File: src/rtl/hedios_event_counters.sv
// -----------------------------------------------------------------------------
// hedios_event_counters
//
// Counts rising edges on COUNTER_COUNT asynchronous event lines into 32-bit
// live counters. An endpoint reads them through a snapshot handshake that
// copies every live counter into the slots registers in a single cycle. A
// separate clear handshake zeroes the live counters and the overflow flags.
//
// Build option:
//   HEDIOS_COUNTER_SATURATE_EN  defined   -> counters stick at 0xFFFFFFFF
//                               undefined -> counters wrap to 0x00000000
//   The overflow flag is set by the saturating or wrapping edge in both builds.
//
// Ports:
//   clk           single clock; all state changes on the rising edge
//   rst           asynchronous, active-low reset
//   event_in      asynchronous event lines; each rising edge is one event
//   snapshot_req  level request, held high until snapshot_ack is seen
//   snapshot_ack  one-cycle acknowledge pulse for the snapshot
//   clear_req     level request to zero the live counters and overflow flags
//   clear_ack     one-cycle acknowledge pulse for the clear
//   slots         captured counter values, COUNTER_COUNT x 32 bits
//   overflow      sticky per-counter overflow flags
// -----------------------------------------------------------------------------
`timescale 1ns/1ps

module hedios_event_counters #(
  parameter int COUNTER_COUNT = 4,  // 1..32
  parameter int SYNC_STAGES   = 2   // 2..4
) (
  input  logic                           clk,
  input  logic                           rst,
  input  logic [COUNTER_COUNT-1:0]       event_in,
  input  logic                           snapshot_req,
  output logic                           snapshot_ack,
  input  logic                           clear_req,
  output logic                           clear_ack,
  output logic [COUNTER_COUNT-1:0][31:0] slots,
  output logic [COUNTER_COUNT-1:0]       overflow
);

  typedef enum logic [1:0] {
    SNAP_IDLE     = 2'd0,
    SNAP_CAPTURE  = 2'd1,
    SNAP_ACK      = 2'd2,
    SNAP_WAIT_LOW = 2'd3
  } snap_state_t;

  typedef enum logic [1:0] {
    CLR_IDLE     = 2'd0,
    CLR_ACK      = 2'd1,
    CLR_WAIT_LOW = 2'd2
  } clr_state_t;

  // ---------------------------------------------------------------------------
  // Synchronizers and rising-edge detection
  // ---------------------------------------------------------------------------
  logic [SYNC_STAGES-1:0][COUNTER_COUNT-1:0] r_sync;
  logic [COUNTER_COUNT-1:0]                  r_edge_q;
  logic [COUNTER_COUNT-1:0]                  w_edge;

  // NOTE: clocked state uses non-blocking assignments so every flop samples
  // the pre-edge value of its neighbour; blocking here would collapse the
  // synchronizer chain into a single stage.
  always_ff @(posedge clk or negedge rst) begin
    if (!rst) begin
      r_sync   <= '0;
      r_edge_q <= '0;
    end else begin
      r_sync   <= {r_sync[SYNC_STAGES-2:0], event_in};
      r_edge_q <= r_sync[SYNC_STAGES-1];
    end
  end

  assign w_edge = r_sync[SYNC_STAGES-1] & ~r_edge_q;

  // ---------------------------------------------------------------------------
  // Snapshot handshake FSM
  // ---------------------------------------------------------------------------
  snap_state_t r_snap_state;
  snap_state_t w_snap_next;
  logic        w_snap_capture;

  always_ff @(posedge clk or negedge rst) begin
    if (!rst) r_snap_state <= SNAP_IDLE;
    else      r_snap_state <= w_snap_next;
  end

  // NOTE: every output of this block is given a default before the case so
  // no path leaves a signal unassigned, which would infer a latch.
  always_comb begin
    w_snap_next    = r_snap_state;
    w_snap_capture = 1'b0;
    snapshot_ack   = 1'b0;
    case (r_snap_state)
      SNAP_IDLE:     if (snapshot_req) w_snap_next = SNAP_CAPTURE;
      SNAP_CAPTURE: begin
        w_snap_capture = 1'b1;
        w_snap_next    = SNAP_ACK;
      end
      SNAP_ACK: begin
        snapshot_ack = 1'b1;
        w_snap_next  = SNAP_WAIT_LOW;
      end
      SNAP_WAIT_LOW: if (!snapshot_req) w_snap_next = SNAP_IDLE;
      default:       w_snap_next = SNAP_IDLE;
    endcase
  end

  // ---------------------------------------------------------------------------
  // Clear handshake FSM
  // ---------------------------------------------------------------------------
  clr_state_t r_clr_state;
  clr_state_t w_clr_next;
  logic       w_snap_pending;
  logic       w_clr_accept;

  // A clear yields for one cycle to a snapshot that has just been requested,
  // so requests raised together land the clear on the CAPTURE cycle and the
  // snapshot still sees the pre-clear counts.
  assign w_snap_pending = (r_snap_state == SNAP_IDLE) && snapshot_req;
  assign w_clr_accept   = (r_clr_state == CLR_IDLE) && clear_req && !w_snap_pending;

  always_ff @(posedge clk or negedge rst) begin
    if (!rst) r_clr_state <= CLR_IDLE;
    else      r_clr_state <= w_clr_next;
  end

  always_comb begin
    w_clr_next = r_clr_state;
    clear_ack  = 1'b0;
    case (r_clr_state)
      CLR_IDLE:     if (w_clr_accept) w_clr_next = CLR_ACK;
      CLR_ACK: begin
        clear_ack  = 1'b1;
        w_clr_next = CLR_WAIT_LOW;
      end
      CLR_WAIT_LOW: if (!clear_req) w_clr_next = CLR_IDLE;
      default:      w_clr_next = CLR_IDLE;
    endcase
  end

  // ---------------------------------------------------------------------------
  // Live counters and overflow flags
  // ---------------------------------------------------------------------------
  logic [COUNTER_COUNT-1:0][31:0] r_cnt;
  logic [COUNTER_COUNT-1:0]       r_ovf;

  // NOTE: the counter and slot arrays are plain flops rather than a RAM, so
  // they take the asynchronous reset like any other register.
  always_ff @(posedge clk or negedge rst) begin
    if (!rst) begin
      r_cnt <= '0;
      r_ovf <= '0;
    end else begin
      for (int i = 0; i < COUNTER_COUNT; i++) begin
        if (w_clr_accept) begin
          // An edge arriving on the clear cycle is the first event after it.
          r_cnt[i] <= {31'd0, w_edge[i]};
          r_ovf[i] <= 1'b0;
        end else if (w_edge[i]) begin
          if (r_cnt[i] == 32'hFFFF_FFFF) begin
            r_ovf[i] <= 1'b1;
`ifdef HEDIOS_COUNTER_SATURATE_EN
            r_cnt[i] <= 32'hFFFF_FFFF;
`else
            r_cnt[i] <= 32'h0000_0000;
`endif
          end else begin
            r_cnt[i] <= r_cnt[i] + 32'd1;
          end
        end
      end
    end
  end

  assign overflow = r_ovf;

  // ---------------------------------------------------------------------------
  // Snapshot registers: loaded only on CAPTURE from the pre-edge, pre-clear
  // counter values; untouched by clear.
  // ---------------------------------------------------------------------------
  always_ff @(posedge clk or negedge rst) begin
    if (!rst)                slots <= '0;
    else if (w_snap_capture) slots <= r_cnt;
  end

endmodule

File: config.mk
export PLATFORM = sky130hd
export DESIGN_NAME = hedios_event_counters
export DESIGN_NICKNAME = d
export VERILOG_FILES = /design/src/rtl/hedios_event_counters.sv
export SDC_FILE = /design/constraint.sdc
export NUM_CORES = 1
export LEC_CHECK = 0
export ABC_AREA = 1
export BUFFER_PORTS_ARGS = -buffer_cell sky130_fd_sc_hd__buf_2
export CORE_MARGIN = 3
export CORE_UTILIZATION = 59
export CTS_CLUSTER_DIAMETER = 120
export DETAILED_ROUTE_END_ITERATION = 10
export PLACE_DENSITY_LB_ADDON = 0.05
export SLEW_MARGIN = 20
export SYNTH_ARGS = -nofsm -noshare
export SYNTH_HDL_FRONTEND = slang
export SYNTH_SLANG_ARGS = --single-unit
File: constraint.sdc
create_clock -name clk -period 2.2 [get_ports clk]
set_input_delay 0.44 -clock clk [delete_from_list [all_inputs] [get_ports clk]]
set_output_delay 0.44 -clock clk [all_outputs]
set_load 0.02 [all_outputs]
==> results of run 1 <==
## per-stage QoR
step	total power, mW	hold slack (ps)	cells
after floorplan	9.29	144	1507
after global placement	10.6	335	1910
after detailed placement	10.8	340	1910
after CTS	15.8	1.86	1963
after global routing	16.5	3.99	1965
final	15.7	27.6	1965
## cell usage in the layout, fill, tap and decap left out, types with 26 or more instances in the layout
master                      instances
sky130_fd_sc_hd__clkbuf_16         29
sky130_fd_sc_hd__o21ai_0           27
sky130_fd_sc_hd__nand4_1           31
sky130_fd_sc_hd__xor2_1            58
sky130_fd_sc_hd__nand3_1           68
sky130_fd_sc_hd__nor2_2            26
sky130_fd_sc_hd__dfrtp_1          276
sky130_fd_sc_hd__a21oi_1           74
sky130_fd_sc_hd__nor2_1           308
sky130_fd_sc_hd__nand2_1          313
sky130_fd_sc_hd__buf_2            140
sky130_fd_sc_hd__mux2_2            78
sky130_fd_sc_hd__inv_1            120
## critical path, delay by kind of cell, from the launching register on
| family | cells | cell delay (ps) |
|---|---|---|
| compound gates | 1 | 260 |
| fa+ha+maj | 1 | 220 |
| buf+inv | 1 | 110 |
| flops | 1 | 370 |
| simple gates | 6 | 1020 |
## flip-flops by register name, summed over array words and instances, names as in the netlist
name / cells
overflow: 4
r_sync: 8
r_cnt: 128
slots: 128
r_edge_q: 4
r_snap_state: 2
r_clr_state: 2
## cells by family after synthesis
| logic type | count (synthesis) | synth area share [%] |
|---|---|---|
| adder cells (fa/ha/maj) | 9 | 0.852 |
| AO/OA/AOI/OAI | 115 | 4.65 |
| flip-flops | 276 | 52.2 |
| buffers and inverters | 169 | 5.74 |
| AND/OR/NAND/NOR | 797 | 25.7 |
| multiplexers | 78 | 6.64 |
| XOR/XNOR | 63 | 4.17 |
## layout make-up
type	instances	share of cell area [%]
sequential	276	44.9
tap	280	2.28
inverter	125	3.12
multi-input combinational	1062	36.3
clock buffer	43	5.52
antenna	1	0.0163
clock inverter	8	0.912
timing repair buffer	170	6.94
## how the worst min path moves through the flow
stage,end,slack [ps],startpoint,depth (start not counted)
2_1_floorplan,overflow[0]$_DFFE_PN0P_,140,rst,0
3_3_place_gp,r_sync[5]$_DFF_PN0_,330,r_sync[1]$_DFF_PN0_,0
3_5_place_dp,r_sync[5]$_DFF_PN0_,340,r_sync[1]$_DFF_PN0_,0
4_1_cts,r_sync[3]$_DFF_PN0_,2,event_in[3],1
5_1_grt,r_sync[0]$_DFF_PN0_,4,event_in[0],1
6_report,r_sync[3]$_DFF_PN0_,30,event_in[3],1
## cells in the mapped netlist, types with 3 or more instances
master	n
sky130_fd_sc_hd__nand2_2	10
sky130_fd_sc_hd__nand3b_1	6
sky130_fd_sc_hd__o21ai_0	28
sky130_fd_sc_hd__inv_1	120
sky130_fd_sc_hd__nor2_2	26
sky130_fd_sc_hd__dfrtp_1	276
sky130_fd_sc_hd__buf_2	18
sky130_fd_sc_hd__buf_6	8
sky130_fd_sc_hd__xor2_1	58
sky130_fd_sc_hd__nor3_1	19
sky130_fd_sc_hd__nand2_1	313
sky130_fd_sc_hd__nand2_4	3
sky130_fd_sc_hd__inv_2	3
sky130_fd_sc_hd__a21oi_1	74
sky130_fd_sc_hd__o21ai_1	3
sky130_fd_sc_hd__nand4_1	31
sky130_fd_sc_hd__o22ai_1	3
sky130_fd_sc_hd__xnor2_1	5
sky130_fd_sc_hd__nor2_1	308
sky130_fd_sc_hd__nor2_4	4
sky130_fd_sc_hd__mux2_2	78
sky130_fd_sc_hd__ha_1	9
sky130_fd_sc_hd__clkbuf_1	13
sky130_fd_sc_hd__nand3_1	68
## layer usage
layer	vias to the layer above	GRT usage (%)
li1	5134	-
met1	5014	36.1
met2	236	42.1
met3	49	3.50
met4	0	5.92
met5	-	0
## power breakdown
| part | leakage [nW] | switching [mW] | internal (mW) |
|---|---|---|---|
| clock network | 0.488 | 1.90 | 3.11 |
| registers | 3.70 | 0.480 | 5.81 |
| logic | 3.31 | 2.86 | 1.54 |
| total | 7.50 | 5.24 | 10.5 |
## repair_timing
action	in CTS	in global routing
setup endpoints to repair	1	10
hold endpoints to repair	48	0
gates resized for setup	1	4
hold buffers	2	0
gates cloned	0	0
buffers inserted	0	1
==> key figures, run 1 <==
CTS
  • TritonCTS Sinks: 276
  • Insertion delay of the later-clocked pin in the worst-skew pair: 530 ps
  • Level count of the clock H-tree: 1
  • Clock root buffer: sky130_fd_sc_hd__clkbuf_16
  • TritonCTS clock tree: yes
  • Maximum clock path buffer count: 3
  • Number of buffers inserted during clock tree synthesis: 28
  • CTS clock-pin slew for the worst setup and hold paths: 60 ps

Floorplan
  • Vertical extent of the die: 156 um
  • Die span in x: 156 um
  • Total number of placement rows: 54
  • Area of the die: 24,200 sq um
  • Initial cell density of the core: 60.4%
  • Area of the core region: 21,900 sq um
  • I/O pin cnt: 142

Timing
  • RSZ-0062 raised after global routing: false
  • Transition time at the pin with the least slew margin: 483 ps
  • FMAX: 485 MHz
  • Worst Skew: 10.9 ps
  • Setup Total Neg Slack: 0 ps
  • Count of pins over their slew limit: 0
  • Count of final hold-check violations: 0
  • Setup slack after layout: 136 ps
  • Post-route minimum period: 2060 ps
  • Part of the cycle the worst path needs: 93.8%
  • # setup viols final: 0
  • Slew Limit Headroom: 67.8%

Setup path
  • Arrival time at the worst endpoint: 2520 ps
  • Worst setup SP type: register
  • Slack of the worst reg-to-reg path: 140 ps
  • Worst setup path endpoint: r_cnt[19]$_DFFE_PN0P_
  • CP startpoint: r_snap_state[1]$_DFFE_PN0P_
  • Slowest stage delay, CP: 370 ps
  • Slowest cell on the critical path: sky130_fd_sc_hd__dfrtp_1
  • Critical setup path kind: register to register
  • Critical path peak fanout: 18
  • CP endpoint kind: register
  • Worst reg2reg path depth: 9
  • Worst reg2reg path endpoint: r_cnt[19]$_DFFE_PN0P_
  • Origin of the critical flop-to-flop path: r_snap_state[1]$_DFFE_PN0P_
  • WP data required: 2650 ps
  • List of cells traversed by the critical path: inv_1 > ha_1 > nand2_1 > nand3_4 > nand2_2 > nand3_2 > o21ai_0 > nand2_1 > nor2_1
  • Cell repeated most along the worst path: sky130_fd_sc_hd__nand2_1

Placement
  • Buffers on Ports: 141
  • HPWL Detailed: 22,000 um
  • Pre-CTS worst setup slack: 76.0 ps
  • Area post-placement: 14,300 sq um
  • GPL Wtd Cong: 0.956

Pwr
  • Cell area power density: 1020 nW/um^2
  • Maximum VDD drop: 0.804 mV
  • LEAKAGE: 7.50 nW

Logic synthesis
  • Distinct cells, synth: 41
  • Net Count, Synth: 1,524
  • Number of instances in the synthesized netlist: 1,507
  • Count of state elements after synthesis: 276
  • Most instantiated flip-flop cell in the synthesis netlist: sky130_fd_sc_hd__dfrtp_1
  • Fraction of post-synthesis cell area in the top cell type by area: 52.2%
  • Cell area after technology mapping: 13,200 sq um
  • Leading area contributor after synthesis: sky130_fd_sc_hd__dfrtp_1
  • Yosys Warn Count: 0
  • Share of the yosys chip area belonging to registers: 52.2%
  • Avg Synthesized Cell Area: 8.77 sq um
  • Synth async-reset ratio: 100%
  • Top post-synthesis cells by area: sky130_fd_sc_hd__dfrtp_1, sky130_fd_sc_hd__nand2_1, sky130_fd_sc_hd__nor2_1
  • Number of enable flip-flop cells after synthesis: 0

Global route
  • Largest net degree at the start of global routing: 69
  • Overflow after GRT: 0
  • Tot GR Track Use: 25.4%
  • Wire length of the first global-routing pass: 51,000 um
  • Number of antenna violations at the first check in global routing: 1
  • Number of global-route vias before repair: 10,200

Detailed routing
  • DR iter-0 viols: 671
  • Wirelength per Cell: 15.5 um
  • Met3 wire length: 1340 um
  • Router iterations before antenna repair: 5
  • Uppermost routed layer: met4
  • Routed Wire Length: 30,500 um
  • DRC violations left: 0
  • Met2 wire length: 14,500 um
  • Metal-1 WL: 14,000 um
  • Number of antenna-violating nets in the routed design: 0
  • Detailed-route via count: 10,400
  • Post-DR vias/cell: 5.31

Final layout
  • Multi-input combinational cell area: 5580 sq um
  • Fill cell total of the finished layout: 1,838
  • Nets@finish: 1,680
  • Post-layout utilization of the core: 70.2%
  • Share of layout cells above drive strength 1: 20.6%
  • Sequential standard cell area: 6910 sq um
  • Synth-to-Final Area Change: 16.3%
  • Post-route standard cell area excluding fillers: 15,400 sq um

Worst hold path
  • Type of the worst min-delay path: primary input to register

Run
  • Max cap viols: 0

Outcome
  • Result of the run: finished clean
(Power assumes the default switching activity.)
==> run 2: changes to the inputs <==
CORE_UTILIZATION = 53   (was 59)
clock period = 1.8 ns   (was 2.2 ns; I/O delays follow)
==> run 2 against run 1 <==
Via count increased by 2.7%. Sequential share of layout area down 3.2 points. Register-to-register slack lost 110 ps. Sequential power up 22%. Critical path depth fell by 5. Highest routed layer unchanged.
==> key figures, run 2 (same netlist as run 1, synthesis figures left out) <==
Outcome
  • Result of the run: finished clean

Detailed routing
  • Number of antenna-violating nets in the routed design: 0
  • Post-DR vias/cell: 5.14
  • Wirelength per Cell: 15.3 um
  • DR iter-0 viols: 754
  • Detailed-route via count: 10,700
  • Routed Wire Length: 31,900 um
  • DRC violations left: 0
  • Router iterations before antenna repair: 6

Setup path
  • Worst reg2reg path depth: 11
  • Arrival time at the worst endpoint: 1440 ps
  • CP startpoint: r_snap_state[0]$_DFFE_PN0P_
  • Origin of the critical flop-to-flop path: r_snap_state[1]$_DFFE_PN0P_
  • Critical path peak fanout: 3
  • WP data required: 1440 ps
  • CP endpoint kind: output port
  • Critical setup path kind: register to output port
  • Worst setup SP type: register

CTS
  • Number of buffers inserted during clock tree synthesis: 28
  • TritonCTS clock tree: yes
  • Clock root buffer: sky130_fd_sc_hd__clkbuf_16
  • Maximum clock path buffer count: 3
  • Level count of the clock H-tree: 1
  • Insertion delay of the later-clocked pin in the worst-skew pair: 540 ps
  • CTS clock-pin slew for the worst setup and hold paths: 60 ps
  • TritonCTS Sinks: 276

Timing
  • Count of pins over their slew limit: 0
  • # setup viols final: 0
  • Worst Skew: 11.1 ps
  • RSZ-0062 raised after global routing: true
  • FMAX: 556 MHz
  • Transition time at the pin with the least slew margin: 377 ps
  • Part of the cycle the worst path needs: 99.9%
  • Post-route minimum period: 1800 ps
  • Count of final hold-check violations: 0
  • Setup Total Neg Slack: 0 ps
  • Slew Limit Headroom: 74.6%

Worst hold path
  • Start point of the worst hold path: clear_req
  • Cell depth of the worst min-delay path: 3
  • Type of the worst min-delay path: primary input to register

Final layout
  • Post-route standard cell area excluding fillers: 16,600 sq um
  • Biggest registers after layout: r_cnt x128, slots x128, r_sync x8
  • Share of layout cells above drive strength 1: 27.3%
  • Sequential standard cell area: 6910 sq um
  • Nets@finish: 1,755
  • Antenna Diode Count: 0
  • Synth-to-Final Area Change: 25.2%
  • Fill cell total of the finished layout: 2,009
  • Leading cell type in the layout, fill and taps excluded: sky130_fd_sc_hd__nand2_1
  • Multi-input combinational cell area: 5850 sq um
  • Most used cells in the layout excluding fill and tap cells: sky130_fd_sc_hd__nand2_1, sky130_fd_sc_hd__nor2_1, sky130_fd_sc_hd__dfrtp_1

Pwr
  • Maximum VDD drop: 0.992 mV
  • Clock network power share: 28.7%
  • Cell area power density: 1210 nW/um^2
  • LEAKAGE: 8.04 nW
  • Power after layout: 20.0 mW
  • Proportion of power drawn by combinational gates: 32.8%
  • Switching part of the total: 33.9%
  • Internal Pwr Total: 13.2 mW
  • Switch Pwr: 6.78 mW
  • Portion of total power attributed to sequential cells: 38.5%

Floorplan
  • Area of the die: 26,900 sq um
  • Total number of placement rows: 57
  • Initial cell density of the core: 54.2%
  • I/O pin cnt: 142
  • Area of the core region: 24,400 sq um
  • Die span in x: 164 um
  • Vertical extent of the die: 164 um

Placement
  • HPWL Detailed: 22,600 um
  • Area post-placement: 14,800 sq um
  • Buffers on Ports: 141
  • GPL Wtd Cong: 0.901

Global route
  • Wire length of the first global-routing pass: 51,300 um
  • Largest net degree at the start of global routing: 59
  • Number of global-route vias before repair: 10,400
  • Overflow after GRT: 0
  • Number of antenna violations at the first check in global routing: 0
  • Tot GR Track Use: 23.4%

Run
  • Max cap viols: 0
## run 2: cell count changes in the layout (fill, tap and decap cells not counted), sizes merged
cell         previous run  this run
dlygate4sd3             2         5
buf                   168       233
clkinv                  6         9
inv                   123       124
diode                   1         0
bufinv                  4         1
clkbuf                 43        49
## run 2: critical path: stages (launching register included)
cell                      delay, ps
sky130_fd_sc_hd__dfrtp_1        380
sky130_fd_sc_hd__inv_1           80
sky130_fd_sc_hd__buf_4          130
sky130_fd_sc_hd__ha_2           180
sky130_fd_sc_hd__buf_6          130
## run 2: power groups by stage
stage	registers [mW]	clock network, mW	logic [mW]
finish	7.69	5.73	6.55
floorplan	8.51	0	2.84
CTS	7.67	5.89	5.85
detailed placement	7.76	0	5.64
global route	7.80	6.16	7.13
global placement	7.74	0	5.56
## run 2: layout make-up
class | count | share of cell area (%)
well taps | 324 | 2.45
repair buffers | 245 | 11.9
inverters | 125 | 2.96
flip-flops and latches | 276 | 41.7
clock buffers | 42 | 5.16
multi-input cells | 1062 | 35.4
clock inverters | 9 | 0.423
## run 2: layer usage
layer	GRT usage, %	wire [um]	vias up
met2	39.3	15400	285
met3	3.05	1500	39
met4	5.77	628	0
li1	-	-	5280
met5	0	0	-
met1	32.4	14400	5113
## run 2: worst paths after layout
kind	to	slack, ps
worst max-delay path	snapshot_ack	1
worst min-delay path	r_clr_state[1]$_DFFE_PN0P_	160
worst max register to register	r_cnt[12]$_DFFE_PN0P_	30
worst min register to register	r_sync[4]$_DFF_PN0_	350
max in group asynchronous	r_cnt[126]$_DFFE_PN0P_	830
min in group asynchronous	slots[50]$_DFFE_PN0N_	320
## run 2: through the flow
stage	setup WS, ps	util [%]	hold slack [ps]	std cells
3_3_place_gp	33.7	60.5	284	1991
2_1_floorplan	99.3	-	64.4	1507
6_report	1.17	67.9	164	2083
5_1_grt	-73.7	67.9	198	2083
4_1_cts	-22.8	64.9	140	2050
3_5_place_dp	-36.2	60.5	286	1991
## run 2: timing repair
item	CTS	global route
cloned	2	7
endpoints found under the hold margin	40	0
gates resized for setup	6	104
setup endpoints to repair	9	119
buffers inserted	1	27
hold buffers	5	0
pin swaps	0	27
